[src/rtl/pipeline_hazard_ctrl_pkg.sv]
`default_nettype none
// ============================================================================
// Module      : pipeline_hazard_ctrl_pkg
// Description : Shared state encodings, parameter defaults, control-set type
//               and the cause-to-control table for the pipeline hazard
//               controller.
// Revision    : 1.0 - initial release
// ============================================================================
package pipeline_hazard_ctrl_pkg;

  // Parameter defaults for the hazard controller
  localparam int MD_CYCLES_DEF   = 4;
  localparam int MEM_TIMEOUT_DEF = 255;
  localparam int CNT_W_DEF       = 32;

  // MUL/DIV sequencer state encodings
  localparam logic [0:0] HC_RUN     = 1'b0;
  localparam logic [0:0] HC_MD_BUSY = 1'b1;

  // Winning hazard source for the current cycle, highest priority last
  typedef enum logic [2:0] {
    CAUSE_NONE    = 3'd0,
    CAUSE_LOADUSE = 3'd1,
    CAUSE_BRANCH  = 3'd2,
    CAUSE_MD      = 3'd3,
    CAUSE_MEM     = 3'd4,
    CAUSE_RESET   = 3'd5
  } hc_cause_e;

  // Per-stage write-enable / flush set driven to the pipeline registers
  typedef struct packed {
    logic pc_we;
    logic ifid_we;
    logic ifid_flush;
    logic idex_we;
    logic idex_flush;
    logic exmem_we;
    logic exmem_flush;
    logic memwb_flush;
  } hc_ctrl_t;

  // md_cnt width: enough to hold MD_CYCLES-2, never narrower than one bit
  function automatic int md_cnt_width(input int cycles);
    return (cycles <= 2) ? 1 : $clog2(cycles);
  endfunction

  // Translate the winning hazard cause into the stage control set
  function automatic hc_ctrl_t ctrl_for_cause(input hc_cause_e cause);
    hc_ctrl_t c;
    c = '0;
    case (cause)
      CAUSE_RESET: begin
        c.ifid_flush  = 1'b1;
        c.idex_flush  = 1'b1;
        c.exmem_flush = 1'b1;
        c.memwb_flush = 1'b1;
      end
      CAUSE_MEM: begin
        // Freeze everything up to EX/MEM; bubble into MEM/WB
        c.memwb_flush = 1'b1;
      end
      CAUSE_MD: begin
        // Hold front end, let older instructions drain behind a bubble
        c.exmem_flush = 1'b1;
      end
      CAUSE_BRANCH: begin
        c.pc_we      = 1'b1;
        c.ifid_flush = 1'b1;
        c.idex_flush = 1'b1;
        c.exmem_we   = 1'b1;
      end
      CAUSE_LOADUSE: begin
        c.idex_flush = 1'b1;
        c.exmem_we   = 1'b1;
      end
      default: begin
        c.pc_we    = 1'b1;
        c.ifid_we  = 1'b1;
        c.idex_we  = 1'b1;
        c.exmem_we = 1'b1;
      end
    endcase
    return c;
  endfunction

endpackage
`default_nettype wire

[src/rtl/pipeline_hazard_ctrl_hc_md_counter.sv]
`default_nettype none
// ============================================================================
// Module      : hc_md_counter
// Description : MUL/DIV occupancy sequencer. Tracks the RUN/MD_BUSY state and
//               the remaining latency of the operation sitting in EX, freezing
//               while hold (dmem wait) is asserted.
// Revision    : 1.0 - initial release
// ============================================================================
module hc_md_counter
  import pipeline_hazard_ctrl_pkg::*;
#(
  parameter int MD_CYCLES = MD_CYCLES_DEF
) (
  input  logic clk,
  input  logic rst,
  input  logic hold,
  input  logic md_start_ex,
  output logic md_stall,
  output logic md_done
);

  localparam int                  MD_CNT_W = md_cnt_width(MD_CYCLES);
  localparam logic                MD_MULTI = (MD_CYCLES > 1);
  localparam logic [MD_CNT_W-1:0] MD_LOAD  = (MD_CYCLES > 1) ? MD_CNT_W'(MD_CYCLES - 2) : '0;

  logic [0:0]          state_q;
  logic [0:0]          state_d;
  logic [MD_CNT_W-1:0] md_cnt_q;
  logic [MD_CNT_W-1:0] md_cnt_d;

  // Next-state, stall request and completion pulse for the op in EX
  always_comb begin
    state_d  = state_q;
    md_cnt_d = md_cnt_q;
    md_stall = 1'b0;
    md_done  = 1'b0;
    case (state_q)
      HC_RUN: begin
        if (md_start_ex) begin
          if (MD_MULTI) begin
            // Issue cycle already counts toward latency
            md_stall = 1'b1;
            if (!hold) begin
              state_d  = HC_MD_BUSY;
              md_cnt_d = MD_LOAD;
            end
          end else if (!hold) begin
            md_done = 1'b1;
          end
        end
      end
      HC_MD_BUSY: begin
        if (md_cnt_q != '0) begin
          md_stall = 1'b1;
          if (!hold) begin
            md_cnt_d = md_cnt_q - MD_CNT_W'(1);
          end
        end else if (!hold) begin
          // Result ready; EX may advance this cycle
          md_done = 1'b1;
          state_d = HC_RUN;
        end
      end
      default: begin
        state_d  = HC_RUN;
        md_cnt_d = '0;
      end
    endcase
  end

  // State and latency counter registers
  always_ff @(posedge clk) begin
    if (!rst) begin
      state_q  <= HC_RUN;
      md_cnt_q <= '0;
    end else begin
      state_q  <= state_d;
      md_cnt_q <= md_cnt_d;
    end
  end

endmodule
`default_nettype wire

[src/rtl/pipeline_hazard_ctrl.sv]
`default_nettype none
// ============================================================================
// Module      : pipeline_hazard_ctrl
// Description : Central stall/flush scheduler for the 5-stage pipeline.
//               Merges dmem wait, MUL/DIV occupancy, EX redirect and load-use
//               hazards into one per-stage write-enable/flush set, watches
//               dmem wait with a timeout and counts stalled cycles.
// Revision    : 1.0 - initial release
// ============================================================================
module pipeline_hazard_ctrl
  import pipeline_hazard_ctrl_pkg::*;
#(
  parameter int MD_CYCLES   = MD_CYCLES_DEF,
  parameter int MEM_TIMEOUT = MEM_TIMEOUT_DEF,
  parameter int CNT_W       = CNT_W_DEF
) (
  input  logic             clk,
  input  logic             rst,
  input  logic             loaduse_stall_id,
  input  logic             branch_taken_ex,
  input  logic             md_start_ex,
  input  logic             dmem_req_mem,
  input  logic             dmem_ready,
  output logic             pc_we,
  output logic             ifid_we,
  output logic             ifid_flush,
  output logic             idex_we,
  output logic             idex_flush,
  output logic             exmem_we,
  output logic             exmem_flush,
  output logic             memwb_flush,
  output logic             md_done,
  output logic             mem_timeout_err,
  output logic [CNT_W-1:0] stall_cycles
);

  localparam int                WAIT_W   = $clog2(MEM_TIMEOUT + 1);
  localparam logic [WAIT_W-1:0] WAIT_MAX = WAIT_W'(MEM_TIMEOUT);

  logic              w_mem_wait;
  logic              w_md_stall;
  logic              w_md_done;
  hc_cause_e         w_cause;
  hc_ctrl_t          w_ctrl;

  logic [WAIT_W-1:0] wait_cnt_q;
  logic [WAIT_W-1:0] wait_cnt_d;
  logic              mem_timeout_err_q;
  logic              mem_timeout_err_d;
  logic [CNT_W-1:0]  stall_cycles_q;
  logic [CNT_W-1:0]  stall_cycles_d;

  assign w_mem_wait = dmem_req_mem & ~dmem_ready;

  hc_md_counter #(
    .MD_CYCLES (MD_CYCLES)
  ) u_md_counter (
    .clk         (clk),
    .rst         (rst),
    .hold        (w_mem_wait),
    .md_start_ex (md_start_ex),
    .md_stall    (w_md_stall),
    .md_done     (w_md_done)
  );

  // Pick the single highest-priority hazard for this cycle
  always_comb begin
    w_cause = CAUSE_NONE;
    if (!rst) begin
      w_cause = CAUSE_RESET;
    end else if (w_mem_wait) begin
      w_cause = CAUSE_MEM;
    end else if (w_md_stall) begin
      w_cause = CAUSE_MD;
    end else if (branch_taken_ex) begin
      // A redirect squashes the instruction that raised load-use
      w_cause = CAUSE_BRANCH;
    end else if (loaduse_stall_id) begin
      w_cause = CAUSE_LOADUSE;
    end
  end

  // Drive stage controls; a bubble load always overrides a write enable
  always_comb begin
    w_ctrl       = ctrl_for_cause(w_cause);
    pc_we        = w_ctrl.pc_we;
    ifid_we      = w_ctrl.ifid_we & ~w_ctrl.ifid_flush;
    ifid_flush   = w_ctrl.ifid_flush;
    idex_we      = w_ctrl.idex_we & ~w_ctrl.idex_flush;
    idex_flush   = w_ctrl.idex_flush;
    exmem_we     = w_ctrl.exmem_we & ~w_ctrl.exmem_flush;
    exmem_flush  = w_ctrl.exmem_flush;
    memwb_flush  = w_ctrl.memwb_flush;
    md_done      = rst & w_md_done;
  end

  // Dmem watchdog and stall-cycle counter next values
  always_comb begin
    wait_cnt_d = '0;
    if (w_mem_wait) begin
      wait_cnt_d = (wait_cnt_q == WAIT_MAX) ? WAIT_MAX : wait_cnt_q + WAIT_W'(1);
    end
    // Flag in the same cycle the counter lands on the limit
    mem_timeout_err_d = mem_timeout_err_q | (wait_cnt_d == WAIT_MAX);
    stall_cycles_d    = stall_cycles_q + CNT_W'(!pc_we);
  end

  // Watchdog, sticky error and performance counter registers
  always_ff @(posedge clk) begin
    if (!rst) begin
      wait_cnt_q        <= '0;
      mem_timeout_err_q <= 1'b0;
      stall_cycles_q    <= '0;
    end else begin
      wait_cnt_q        <= wait_cnt_d;
      mem_timeout_err_q <= mem_timeout_err_d;
      stall_cycles_q    <= stall_cycles_d;
    end
  end

  assign mem_timeout_err = mem_timeout_err_q;
  assign stall_cycles    = stall_cycles_q;

endmodule
`default_nettype wire

[config.mk]
export PLATFORM = sky130hd
export DESIGN_NAME = pipeline_hazard_ctrl
export DESIGN_NICKNAME = d
export VERILOG_FILES = /design/src/rtl/pipeline_hazard_ctrl_pkg.sv /design/src/rtl/pipeline_hazard_ctrl_hc_md_counter.sv /design/src/rtl/pipeline_hazard_ctrl.sv
export SDC_FILE = /design/constraint.sdc
export NUM_CORES = 1
export LEC_CHECK = 0
export ABC_AREA = 1
export CAP_MARGIN = 20
export CORE_MARGIN = 2
export CORE_UTILIZATION = 37
export DETAILED_ROUTE_END_ITERATION = 8
export PLACE_DENSITY = 0.64
export SLEW_MARGIN = 20
export SYNTH_ARGS = -nofsm -noshare
export SYNTH_HDL_FRONTEND = slang
export SYNTH_SLANG_ARGS = --single-unit
[constraint.sdc]
create_clock -name clk -period 5.5 [get_ports clk]
set_input_delay 0.55 -clock clk [delete_from_list [all_inputs] [get_ports clk]]
set_output_delay 0.55 -clock clk [all_outputs]
set_load 0.01 [all_outputs]
==> impl_metrics.yaml <==
clock_tree:
  clockRootBuffer: "clkbuf_8"
  ctsHoldBuffers: 0
  post_cts_buffers: 0
  numCtsBuffers: 5
  post_cts_resized: 0
  clk_latency_ns: 0.30
  htreeDepth: 2
  cts.clk_slew.worst_paths_ns: 0.08
  clockBufferDepth: 2
  clock_sinks: 44
  cts_tree: "built"
synthesis:
  synth_area_leaders: "dfxtp_1 36%, nand2_1 14%, inv_1 6.8%, a21oi_1 6.6%, nor2_1 6.2%"
  synth.net_count: 372
  syn_area_sq_mm: 0.00243
  synthTopCellsByCount: "90 x nand2_1, 44 x dfxtp_1, 44 x inv_1"
  ys_types: 32
  synth-edff-count: 0
  synth_top_area_share_pct: 36.2
  postSynthCellCount: 361
  yosysTopAreaCell: "dfxtp_1"
  synthArstFlopShare_pct: 0
  yosysWarnings: 0
  synthFlopType: "dfxtp_1"
  synth_most_common_cell: "nand2_1"
  avgSynthCellArea_sq_um: 6.74
  synth-seq-cells: 44
  yosysSeqAreaShare_pct: 36.2
route:
  wl_um: 5940
  ant_nets: 0
  vias: 2416
  viasPerCell: 4.94
  wire_per_inst_um: 12.2
  drc: 0
  dr.pass1.iters: 4
  drt_iter0_markers: 194
setup_path:
  worstPathArrival_ns: 3.13
  cp_max_fo: 28
  worst-setup-path-type: "primary input to primary output"
  cp-start-kind: "primary input"
  cp-end-kind: "primary output"
  required_ns: 4.95
pwr:
  power.density_mw_per_mm2: 187
  combPwrFrac_pct: 9.6
  p_switching_w: 0.000140
  p_int_w: 0.000436
  leakagePower_nw: 1.06
  netSwitchingFraction_pct: 24.3
  pwr-share-seq_pct: 56.9
  max-vdd-ir-drop_uv: 92.0
  clkPwrFrac_pct: 33.5
sta:
  min_period_ns: 3.68
  fin_crit_sh_pct: 67.0
  timing.fmax_ghz: 0.271
  setup_tns_ns: 0
  final.setup_skew_ns: 0.00605
  slew_viol_final: 0
  setup_violations: 0
  slew_headroom_pct: 54.9
  rsz0062_at_grt: "false"
  tightest_slew_ns: 0.675
  hold_viol_final: 0
grt:
  grtUsageTotal_pct: 17.2
  grt_start_max_net_pins: 29
  grt_pass1_wl_um: 10100
  antenna_found_initial: 0
  grt_pass1_vias: 2233
  globalRoute.totalOverflow: 0
floorplanning:
  die_w_um: 85.1
  rows: 29
  die_h_um: 85.1
  coreArea_sq_mm: 0.00635
  die_area_sq_mm: 0.00724
  start_util_pct: 38.3
  pin_count: 49
layout:
  stdcell_area_sq_mm: 0.00307
  fin_nets: 423
  drive_gt1_share_pct: 8.74
  area_growth_pct: 26.2
  antennaDiodeCount: 0
outcome:
  status: "finished clean"
placed_design:
  io_buffers: 48
  gp_congestion: 0.862
  place_area_sq_mm: 0.00299
  dpl.hpwl_um: 4600
worst_hold_path:
  hold_path_class: "flop to flop"
job:
  drv_cap: 0
==> power by group through the flow <==
stage	clock, W	sequential [W]	combinational, W
2_1_floorplan	0	0.000335	0.0000304
3_3_place_gp	0	0.000335	0.0000548
3_5_place_dp	0	0.000335	0.0000554
4_1_cts	0.000200	0.000327	0.0000558
5_1_grt	0.000211	0.000328	0.0000617
6_report	0.000192	0.000327	0.0000553
==> layer usage <==
| layer | global-route usage (%) | wire [um] |
|---|---|---|
| met3 | 3.50 | 307 |
| met2 | 27.8 | 2660 |
| met1 | 22.4 | 2850 |
| met5 | 0 | 0 |
| met4 | 7.22 | 124 |
==> cells by family after synthesis <==
logic type	after synthesis	share of synthesized area, %
AO/OA/AOI/OAI	53	11.6
AND/OR/NAND/NOR	203	40.3
flip-flops	44	36.2
XOR/XNOR	5	1.80
buffers and inverters	52	8.07
adder cells (fa/ha/maj)	4	2.06
==> flip-flops by register name (all words and copies together) (netlist names) <==
| signal | count |
|---|---|
| u_md_counter.state_q | 1 |
| wait_cnt_q | 8 |
| mem_timeout_err | 1 |
| stall_cycles | 32 |
| u_md_counter.md_cnt_q | 2 |
==> worst max-delay path, stage by stage <==
cell	delay, ns
clkdlybuf4s50_1	0.90
inv_2	0.40
nor2_1	0.28
inv_1	0.09
nor2_1	0.16
inv_1	0.09
nor2_1	0.11
clkdlybuf4s50_1	0.54
==> worst paths after layout <==
path	depth (start not counted)	end	startpoint	slack [ns]
max	8	idex_we	rst	1.82
min	2	mem_timeout_err	mem_timeout_err	0.46
max reg2reg	17	stall_cycles[18]	u_md_counter.md_cnt_q[0]	2.71
min reg2reg	2	mem_timeout_err	mem_timeout_err	0.46
==> area by class of cell <==
class | count | area [sq um]
clock inverters | 1 | 5.00
well taps | 77 | 96.3
clock buffers | 6 | 72.6
flip-flops and latches | 44 | 881
fillers | 654 | 3280
inverters | 48 | 180
multi-input cells | 265 | 1360
repair buffers | 48 | 480
==> metrics by stage <==
stage | worst slack, ns | hold slack [ns] | utilization [%] | instances | power [W]
floorplan | 2.89 | 0.433 | - | 361 | 0.000366
global placement | 1.73 | 0.445 | 47.2 | 482 | 0.000390
detailed placement | 1.62 | 0.448 | 47.2 | 482 | 0.000390
CTS | 1.75 | 0.461 | 48.4 | 489 | 0.000583
global route | 1.58 | 0.485 | 48.4 | 489 | 0.000601
finish | 1.82 | 0.457 | 48.4 | 489 | 0.000575
==> cells in the final DEF, fill, tap and decap left out, types with 9 or more instances in the layout <==
master	n
a21oi_1	32
nand2_1	90
clkdlybuf4s50_1	48
o21ai_0	12
nor2_1	40
nand3_1	19
nand4_1	10
dfxtp_1	44
inv_1	44
nor3_1	9
Power figures use the tool's default switching activity.
